==> src/rtl/dis_pal_pkg.sv <==
// -----------------------------------------------------------------------------
// dis_pal_pkg
// Shared definitions for the PAL Avalon-ST video test-pattern generator:
// packet type nibbles, control packet length, FSM state encoding, pattern
// mode encoding and the helper that selects a control packet body nibble.
// -----------------------------------------------------------------------------
package dis_pal_pkg;

    // Packet type nibble carried in the low four bits of a header beat.
    localparam logic [3:0] PKT_CTRL  = 4'hF;
    localparam logic [3:0] PKT_VIDEO = 4'h0;

    // Control packet body: 4 width nibbles, 4 height nibbles, 1 interlace.
    localparam int CTRL_BODY_LEN = 9;

    // Width of the x/y/bar counters; matches the 16-bit control packet fields.
    localparam int CNT_W = 16;

    // Colour-bar index saturates at the eighth bar.
    localparam logic [2:0] BAR_IDX_MAX = 3'd7;

    typedef enum logic [2:0] {
        ST_IDLE      = 3'd0,
        ST_CTRL_HDR  = 3'd1,
        ST_CTRL_BODY = 3'd2,
        ST_VID_HDR   = 3'd3,
        ST_VID_BODY  = 3'd4
    } state_t;

    typedef enum logic [1:0] {
        MODE_SOLID   = 2'd0,
        MODE_RAMP    = 2'd1,
        MODE_BARS    = 2'd2,
        MODE_CHECKER = 2'd3
    } mode_t;

    // Body beat idx of the control packet: width and height MSB nibble first,
    // then the interlace nibble.
    function automatic logic [3:0] ctrl_nibble(
        input logic [3:0]  idx,
        input logic [15:0] width,
        input logic [15:0] height,
        input logic [3:0]  interlace
    );
        logic [3:0] nib;
        case (idx)
            4'd0:    nib = width[15:12];
            4'd1:    nib = width[11:8];
            4'd2:    nib = width[7:4];
            4'd3:    nib = width[3:0];
            4'd4:    nib = height[15:12];
            4'd5:    nib = height[11:8];
            4'd6:    nib = height[7:4];
            4'd7:    nib = height[3:0];
            default: nib = interlace;
        endcase
        return nib;
    endfunction

endpackage

==> src/rtl/dis_pal_pattern_pixel.sv <==
// -----------------------------------------------------------------------------
// dis_pal_pattern_pixel
// Purely combinational pixel generator for one colour plane.
// Ports:
//   i_mode        pattern selector (solid / ramp / bars / checker)
//   i_x, i_y      pixel coordinates within the field
//   i_bar_idx     current colour-bar index (0..7), kept by the sequencer
//   i_solid_level value used in solid mode
//   o_pixel       pixel value, DATA_WIDTH bits
// -----------------------------------------------------------------------------
module dis_pal_pattern_pixel
    import dis_pal_pkg::*;
#(
    parameter int DATA_WIDTH = 10
) (
    input  mode_t                  i_mode,
    input  logic [CNT_W-1:0]       i_x,
    input  logic [CNT_W-1:0]       i_y,
    input  logic [2:0]             i_bar_idx,
    input  logic [DATA_WIDTH-1:0]  i_solid_level,
    output logic [DATA_WIDTH-1:0]  o_pixel
);

    // Only the low x bits and bit 4 of x/y feed the patterns.
    logic w_unused_bits;
    assign w_unused_bits = ^{i_x, i_y};

    always_comb begin
        // NOTE: every output of a combinational block gets a default first so
        // no path through the case statement leaves it unassigned (no latch).
        o_pixel = '0;
        case (i_mode)
            MODE_SOLID:   o_pixel = i_solid_level;
            MODE_RAMP:    o_pixel = DATA_WIDTH'(i_x);
            // Bar index occupies the three MSBs; the rest of the word is zero.
            MODE_BARS:    o_pixel = {i_bar_idx, {(DATA_WIDTH-3){1'b0}}};
            MODE_CHECKER: o_pixel = (i_x[4] ^ i_y[4]) ? '1 : '0;
            default:      o_pixel = '0;
        endcase
    end

endmodule

==> src/rtl/dis_pal_vst_pattern.sv <==
// -----------------------------------------------------------------------------
// dis_pal_vst_pattern
// Avalon-ST video test-pattern source. Each frame is a control packet
// (header + 9 nibble beats carrying width/height/interlace) followed by a
// video packet (header + IM_WIDTH*IM_HEIGHT pixels in raster order).
// Ports:
//   vst_clk, vst_rst          clock, synchronous active-high reset
//   enable                    frame generation allowed
//   mode, solid_level         pattern select and solid value (latched per frame)
//   vst_data/valid/ready      Avalon-ST stream, ready latency 0
//   vst_startofpacket/endofpacket  packet delimiters
//   frame_done                one-cycle pulse after the last pixel transfers
// All stream outputs are registered; a new beat is loaded only when the
// current one transfers, so outputs hold stable under backpressure.
// -----------------------------------------------------------------------------
module dis_pal_vst_pattern
    import dis_pal_pkg::*;
#(
    parameter int         DATA_WIDTH       = 10,
    parameter int         IM_WIDTH         = 720,
    parameter int         IM_HEIGHT        = 288,
    parameter logic [3:0] INTERLACE_NIBBLE = 4'b0000,
    parameter int         BAR_W            = 90
) (
    input  logic                  vst_clk,
    input  logic                  vst_rst,
    input  logic                  enable,
    input  logic [1:0]            mode,
    input  logic [DATA_WIDTH-1:0] solid_level,
    output logic [DATA_WIDTH-1:0] vst_data,
    output logic                  vst_valid,
    input  logic                  vst_ready,
    output logic                  vst_startofpacket,
    output logic                  vst_endofpacket,
    output logic                  frame_done
);

    localparam logic [15:0]      W16       = 16'(IM_WIDTH);
    localparam logic [15:0]      H16       = 16'(IM_HEIGHT);
    localparam logic [CNT_W-1:0] X_LAST    = CNT_W'(IM_WIDTH - 1);
    localparam logic [CNT_W-1:0] Y_LAST    = CNT_W'(IM_HEIGHT - 1);
    localparam logic [CNT_W-1:0] BAR_LAST  = CNT_W'(BAR_W - 1);
    localparam logic [CNT_W-1:0] CNT_ONE   = CNT_W'(1);
    localparam logic [3:0]       CTRL_LAST = 4'(CTRL_BODY_LEN - 1);

    state_t                  r_state;
    logic [DATA_WIDTH-1:0]   r_data;
    logic                    r_valid;
    logic                    r_sop;
    logic                    r_eop;
    logic                    r_frame_done;
    logic [3:0]              r_ctrl_idx;
    mode_t                   r_mode;
    logic [DATA_WIDTH-1:0]   r_solid;
    // Coordinates and bar state of the pixel currently on the output.
    logic [CNT_W-1:0]        r_x;
    logic [CNT_W-1:0]        r_y;
    logic [CNT_W-1:0]        r_bar_cnt;
    logic [2:0]              r_bar_idx;

    logic                    w_xfer;
    logic                    w_last_pix;
    logic                    w_next_last;
    logic [CNT_W-1:0]        w_nx;
    logic [CNT_W-1:0]        w_ny;
    logic [CNT_W-1:0]        w_nbar_cnt;
    logic [2:0]              w_nbar_idx;
    logic [DATA_WIDTH-1:0]   w_pix;

    assign w_xfer     = r_valid & vst_ready;
    assign w_last_pix = (r_state == ST_VID_BODY) && (r_x == X_LAST) && (r_y == Y_LAST);
    assign w_next_last = (w_nx == X_LAST) && (w_ny == Y_LAST);

    // Coordinates of the pixel that follows the one on the output. Outside
    // VID_BODY (i.e. leaving VID_HDR) the next pixel is the frame origin.
    always_comb begin
        w_nx       = '0;
        w_ny       = '0;
        w_nbar_cnt = '0;
        w_nbar_idx = '0;
        if (r_state == ST_VID_BODY) begin
            if (r_x == X_LAST) begin
                // Line wrap: bar tracking restarts with the new line.
                w_ny = (r_y == Y_LAST) ? '0 : r_y + CNT_ONE;
            end else begin
                w_nx = r_x + CNT_ONE;
                w_ny = r_y;
                if (r_bar_cnt == BAR_LAST) begin
                    w_nbar_idx = (r_bar_idx == BAR_IDX_MAX) ? BAR_IDX_MAX : r_bar_idx + 3'd1;
                end else begin
                    w_nbar_cnt = r_bar_cnt + CNT_ONE;
                    w_nbar_idx = r_bar_idx;
                end
            end
        end
    end

    dis_pal_pattern_pixel #(
        .DATA_WIDTH (DATA_WIDTH)
    ) u_pixel (
        .i_mode        (r_mode),
        .i_x           (w_nx),
        .i_y           (w_ny),
        .i_bar_idx     (w_nbar_idx),
        .i_solid_level (r_solid),
        .o_pixel       (w_pix)
    );

    // Each state owns the beat currently on the output; on its transfer the
    // next beat is loaded in the same edge, so there are no bubbles.
    always_ff @(posedge vst_clk) begin
        // NOTE: sequential state uses non-blocking assignments so every
        // register samples pre-edge values regardless of statement order.
        if (vst_rst) begin
            r_state      <= ST_IDLE;
            r_data       <= '0;
            r_valid      <= 1'b0;
            r_sop        <= 1'b0;
            r_eop        <= 1'b0;
            r_frame_done <= 1'b0;
            r_ctrl_idx   <= '0;
            r_mode       <= MODE_SOLID;
            r_solid      <= '0;
            r_x          <= '0;
            r_y          <= '0;
            r_bar_cnt    <= '0;
            r_bar_idx    <= '0;
        end else begin
            r_frame_done <= 1'b0;
            case (r_state)
                ST_IDLE: begin
                    if (enable) begin
                        r_state <= ST_CTRL_HDR;
                        r_valid <= 1'b1;
                        r_data  <= DATA_WIDTH'(PKT_CTRL);
                        r_sop   <= 1'b1;
                        r_eop   <= 1'b0;
                    end
                end

                ST_CTRL_HDR: begin
                    if (w_xfer) begin
                        // Pattern settings are frozen for the whole frame here.
                        r_mode     <= mode_t'(mode);
                        r_solid    <= solid_level;
                        r_state    <= ST_CTRL_BODY;
                        r_ctrl_idx <= '0;
                        r_data     <= DATA_WIDTH'(ctrl_nibble(4'd0, W16, H16, INTERLACE_NIBBLE));
                        r_sop      <= 1'b0;
                        r_eop      <= 1'b0;
                    end
                end

                ST_CTRL_BODY: begin
                    if (w_xfer) begin
                        if (r_ctrl_idx == CTRL_LAST) begin
                            r_state <= ST_VID_HDR;
                            r_data  <= DATA_WIDTH'(PKT_VIDEO);
                            r_sop   <= 1'b1;
                            r_eop   <= 1'b0;
                        end else begin
                            r_ctrl_idx <= r_ctrl_idx + 4'd1;
                            r_data     <= DATA_WIDTH'(ctrl_nibble(r_ctrl_idx + 4'd1, W16, H16,
                                                                  INTERLACE_NIBBLE));
                            r_eop      <= (r_ctrl_idx + 4'd1 == CTRL_LAST);
                        end
                    end
                end

                ST_VID_HDR: begin
                    if (w_xfer) begin
                        r_state   <= ST_VID_BODY;
                        r_x       <= w_nx;
                        r_y       <= w_ny;
                        r_bar_cnt <= w_nbar_cnt;
                        r_bar_idx <= w_nbar_idx;
                        r_data    <= w_pix;
                        r_sop     <= 1'b0;
                        r_eop     <= w_next_last;
                    end
                end

                ST_VID_BODY: begin
                    if (w_xfer) begin
                        if (w_last_pix) begin
                            r_frame_done <= 1'b1;
                            r_x          <= '0;
                            r_y          <= '0;
                            r_bar_cnt    <= '0;
                            r_bar_idx    <= '0;
                            if (enable) begin
                                r_state <= ST_CTRL_HDR;
                                r_data  <= DATA_WIDTH'(PKT_CTRL);
                                r_sop   <= 1'b1;
                                r_eop   <= 1'b0;
                            end else begin
                                r_state <= ST_IDLE;
                                r_valid <= 1'b0;
                                r_data  <= '0;
                                r_sop   <= 1'b0;
                                r_eop   <= 1'b0;
                            end
                        end else begin
                            r_x       <= w_nx;
                            r_y       <= w_ny;
                            r_bar_cnt <= w_nbar_cnt;
                            r_bar_idx <= w_nbar_idx;
                            r_data    <= w_pix;
                            r_eop     <= w_next_last;
                        end
                    end
                end

                default: begin
                    r_state <= ST_IDLE;
                    r_valid <= 1'b0;
                end
            endcase
        end
    end

    assign vst_data          = r_data;
    assign vst_valid         = r_valid;
    assign vst_startofpacket = r_sop;
    assign vst_endofpacket   = r_eop;
    assign frame_done        = r_frame_done;

endmodule

==> config.mk <==
export PLATFORM = sky130hd
export DESIGN_NAME = dis_pal_vst_pattern
export DESIGN_NICKNAME = d
export VERILOG_FILES = /design/src/rtl/dis_pal_pkg.sv /design/src/rtl/dis_pal_pattern_pixel.sv /design/src/rtl/dis_pal_vst_pattern.sv
export SDC_FILE = /design/constraint.sdc
export NUM_CORES = 1
export LEC_CHECK = 0
export ABC_AREA = 1
export CELL_PAD_IN_SITES_DETAIL_PLACEMENT = 1
export CELL_PAD_IN_SITES_GLOBAL_PLACEMENT = 1
export CORE_MARGIN = 5
export CORE_UTILIZATION = 37
export CTS_CLUSTER_DIAMETER = 30
export CTS_CLUSTER_SIZE = 40
export DETAILED_ROUTE_END_ITERATION = 6
export PLACE_DENSITY = 0.7
export SYNTH_ARGS = -nofsm -noshare
export SYNTH_HDL_FRONTEND = slang
export SYNTH_SLANG_ARGS = --single-unit
==> constraint.sdc <==
create_clock -name vst_clk -period 3.44 [get_ports vst_clk]
set_input_delay 0.688 -clock vst_clk [delete_from_list [all_inputs] [get_ports vst_clk]]
set_output_delay 0.688 -clock vst_clk [all_outputs]
set_load 0.02 [all_outputs]
==> qor.yml <==
run_status:
  status: "finished, final reports clean"
synthesis:
  ys_ff_latch: 84
  synth_compound_area_share_pct: 17.2
  ys.flop_type: "dfxtp_1"
  async_flop_share_pct: 0
  syn_avg_cell_area_um2: 6.24
  synth.area.top_cells: "dfxtp_1 (33%), nand2_1 (14%), nor2_1 (8.9%)"
  yosys.area.top_type: "dfxtp_1"
  ys_top_cells_by_count: "nand2_1 (187), nor2_1 (121), inv_1 (94), dfxtp_1 (84), o21ai_0 (71)"
  synth-edff-count: 0
  synth_most_common_cell: "nand2_1"
  synth_fp_nets: 843
  synth_cells: 817
  ys_types: 38
  synth_top_family_by_area: "simple AND/OR/NAND/NOR gates"
  synth_simple_gate_area_share_pct: 36.7
  netlist_area_um2: 5100
  synthAdderAreaFrac_pct: 2.46
  ys_seq_area_share_pct: 33.0
  yosysWarnings: 0
  muxShareOfSynthArea_pct: 0
  yosys.area.top_type_share_pct: 33.0
  synth_xor_area_share_pct: 1.20
setup_path:
  rrSetupSlack_ps: 690
  cp.required_ps: 3670
  path_max_fanout: 17
  crit_arrival_ps: 2970
  crit_path_end: "vst_data[9]"
  cp-end-kind: "register"
  r2r_end: "vst_data[9]"
  path_class: "reg2reg"
  reg2reg_from: "r_x[0]"
  rr_worst_depth: 12
  start_kind: "register"
  crit_path_start: "r_x[0]"
final_layout:
  finalNetCount: 864
  layoutNonFillerInstCount: 1019
  multi_input_area_um2: 2940
  diodes: 0
  regArea_um2: 1680
  drive_above_1_share_pct: 5.34
  areaGrowthSynthToFinish_pct: 14.5
  n_fill_cell: 1818
  final_area_um2: 5840
routing:
  drc: 0
  wl_met2_mm: 7.09
  antenna_left: 0
  wl_met3_um: 507
  wl_met1_mm: 7.81
  vias: 5296
  drt_iter0_drc: 256
  firstDrtPassIters: 4
  routedWlPerCell_um: 15.3
  viasPerCell: 5.20
  wl_mm: 15.6
  topRoutingLayerUsed: "met4"
place:
  detailed_place_hpwl_mm: 11.5
  io_buffers: 29
  gp_congestion: 0.846
  dpl.cell_count: 1003
  placed_area_um2: 5540
timing:
  slew_viol_final: 0
  relSlewSlack_pct: 60.6
  min_period_ps: 2750
  finClkSkew_ps: 5.54
  max_freq_mhz: 364
  worst_pin_slew_ps: 589
  finalHoldViolCount: 0
  setup_viol: 0
  timing.hold.ws_ps: 464
  fin_tns_setup_ps: 0
  rsz0062_at_grt: "false"
  post-route-period-util_pct: 79.8
power:
  worst_ir_drop_vdd_mv: 0.242
  pwr_density_cell_nw_per_um2: 446
  p_leak_nw: 2.38
  power.total_mw: 2.61
clock_tree:
  cts_root_buf: "clkbuf_16"
  cts_hold_buf: 0
  htree_num_levels: 3
  clock_path_buffers: 2
  worstSkewPairLatency_ps: 350
  cts.sinks: 84
  cts_tree: "yes"
  ctsResizeCount: 0
  clk_pin_slew_ps: 70
  cts_setup_buffers: 0
  cts_made_buffers: 9
floorplanning:
  fp.dieH_um: 127
  die_w_um: 127
  row_count: 42
  io_pins: 30
  start_util_pct: 38.0
  fp.dieArea_um2: 16200
  coreArea_um2: 13400
global_routing:
  grt_usage_pct: 19.6
  grt_pass1_vias: 5410
  grt_pass1_wl_mm: 26.4
  antenna_found_initial: 0
  grt_max_degree: 64
  overflow: 0
worst_hold_path:
  hold_class: "reg2reg"
  hold_start: "vst_startofpacket"
run:
  maxCapViolCount: 0
==> layout make-up <==
cell class              instances  area share, %
flip-flops and latches         84           28.8
clock inverters                 2          0.300
multi-input cells             609           50.3
repair buffers                 35           5.75
well taps                     176           3.77
inverters                      99           6.37
clock buffers                  14           4.70
==> layout by cell type (no fill, tap or decap), types with 2 or more instances in the layout <==
cell type / instances
o21ai_0: 71
clkbuf_1: 2
o21ai_1: 4
ha_1: 10
clkinv_4: 2
clkbuf_16: 9
a31oi_1: 5
dfxtp_1: 84
clkdlybuf4s50_1: 29
xnor2_1: 2
nor2_4: 6
inv_2: 4
nand2_1: 187
nor3_1: 12
xor2_1: 5
or2_2: 7
nor3b_1: 2
nand3_2: 2
buf_4: 6
inv_1: 94
nand4_1: 22
nor2_1: 121
clkbuf_8: 3
o211ai_1: 4
a21oi_1: 66
nand3_1: 63
a211oi_1: 8
==> worst min path at each step <==
stage / endpoint / slack (ps) / cells after the start
after CTS: vst_startofpacket / 470 / 2
after detailed placement: vst_startofpacket / 460 / 2
after global placement: vst_startofpacket / 450 / 2
final: vst_startofpacket / 460 / 2
after global routing: vst_startofpacket / 490 / 2
after floorplan: r_bar_cnt[15] / 430 / 1
==> critical path, stage by stage (launching register included) <==
cell and delay, ps:
dfxtp_1 400, ha_1 310, nand2_1 130, nor2_4 160
nand3_1 130, nor2_4 410, o21ai_1 190, nand2_1 170
o21ai_0 100, nand4_1 170, nand2_1 160, o21ai_0 220
a21oi_1 90
==> cell families (layout without fill, tap and decap cells) <==
logic type	Yosys count	after routing
AND/OR/NAND/NOR	429	429
buffers and inverters	124	150
adder cells (fa/ha/maj)	10	10
AO/OA/AOI/OAI	163	163
XOR/XNOR	7	7
flip-flops	84	84
==> routing by layer <==
layer	up-vias	GRT usage, %
met4	0	6.50
li1	2721	-
met1	2489	27.0
met5	-	0
met2	70	31.8
met3	16	2.55
==> flip-flops by register name, summed over array words and instances (netlist names) <==
| name | count |
|---|---|
| vst_startofpacket | 1 |
| vst_data | 10 |
| r_x | 16 |
| vst_endofpacket | 1 |
| r_bar_idx | 3 |
| frame_done | 1 |
| r_mode | 2 |
| vst_valid | 1 |
| r_bar_cnt | 16 |
| r_y | 16 |
| r_state | 3 |
| r_solid | 10 |
| r_ctrl_idx | 4 |
==> power by group <==
part	internal (mW)	switching [mW]	total, mW
Combinational	0.190	0.332	0.522
Sequential	1.04	0.0660	1.10
Clock	0.553	0.426	0.979
==> per-stage QoR <==
step	utilization (%)	worst slack (ps)
3_5_place_dp	41.4	577
5_1_grt	43.5	439
2_1_floorplan	-	1470
6_report	43.5	694
4_1_cts	43.5	677
3_3_place_gp	41.4	632
(Power assumes the default switching activity.)
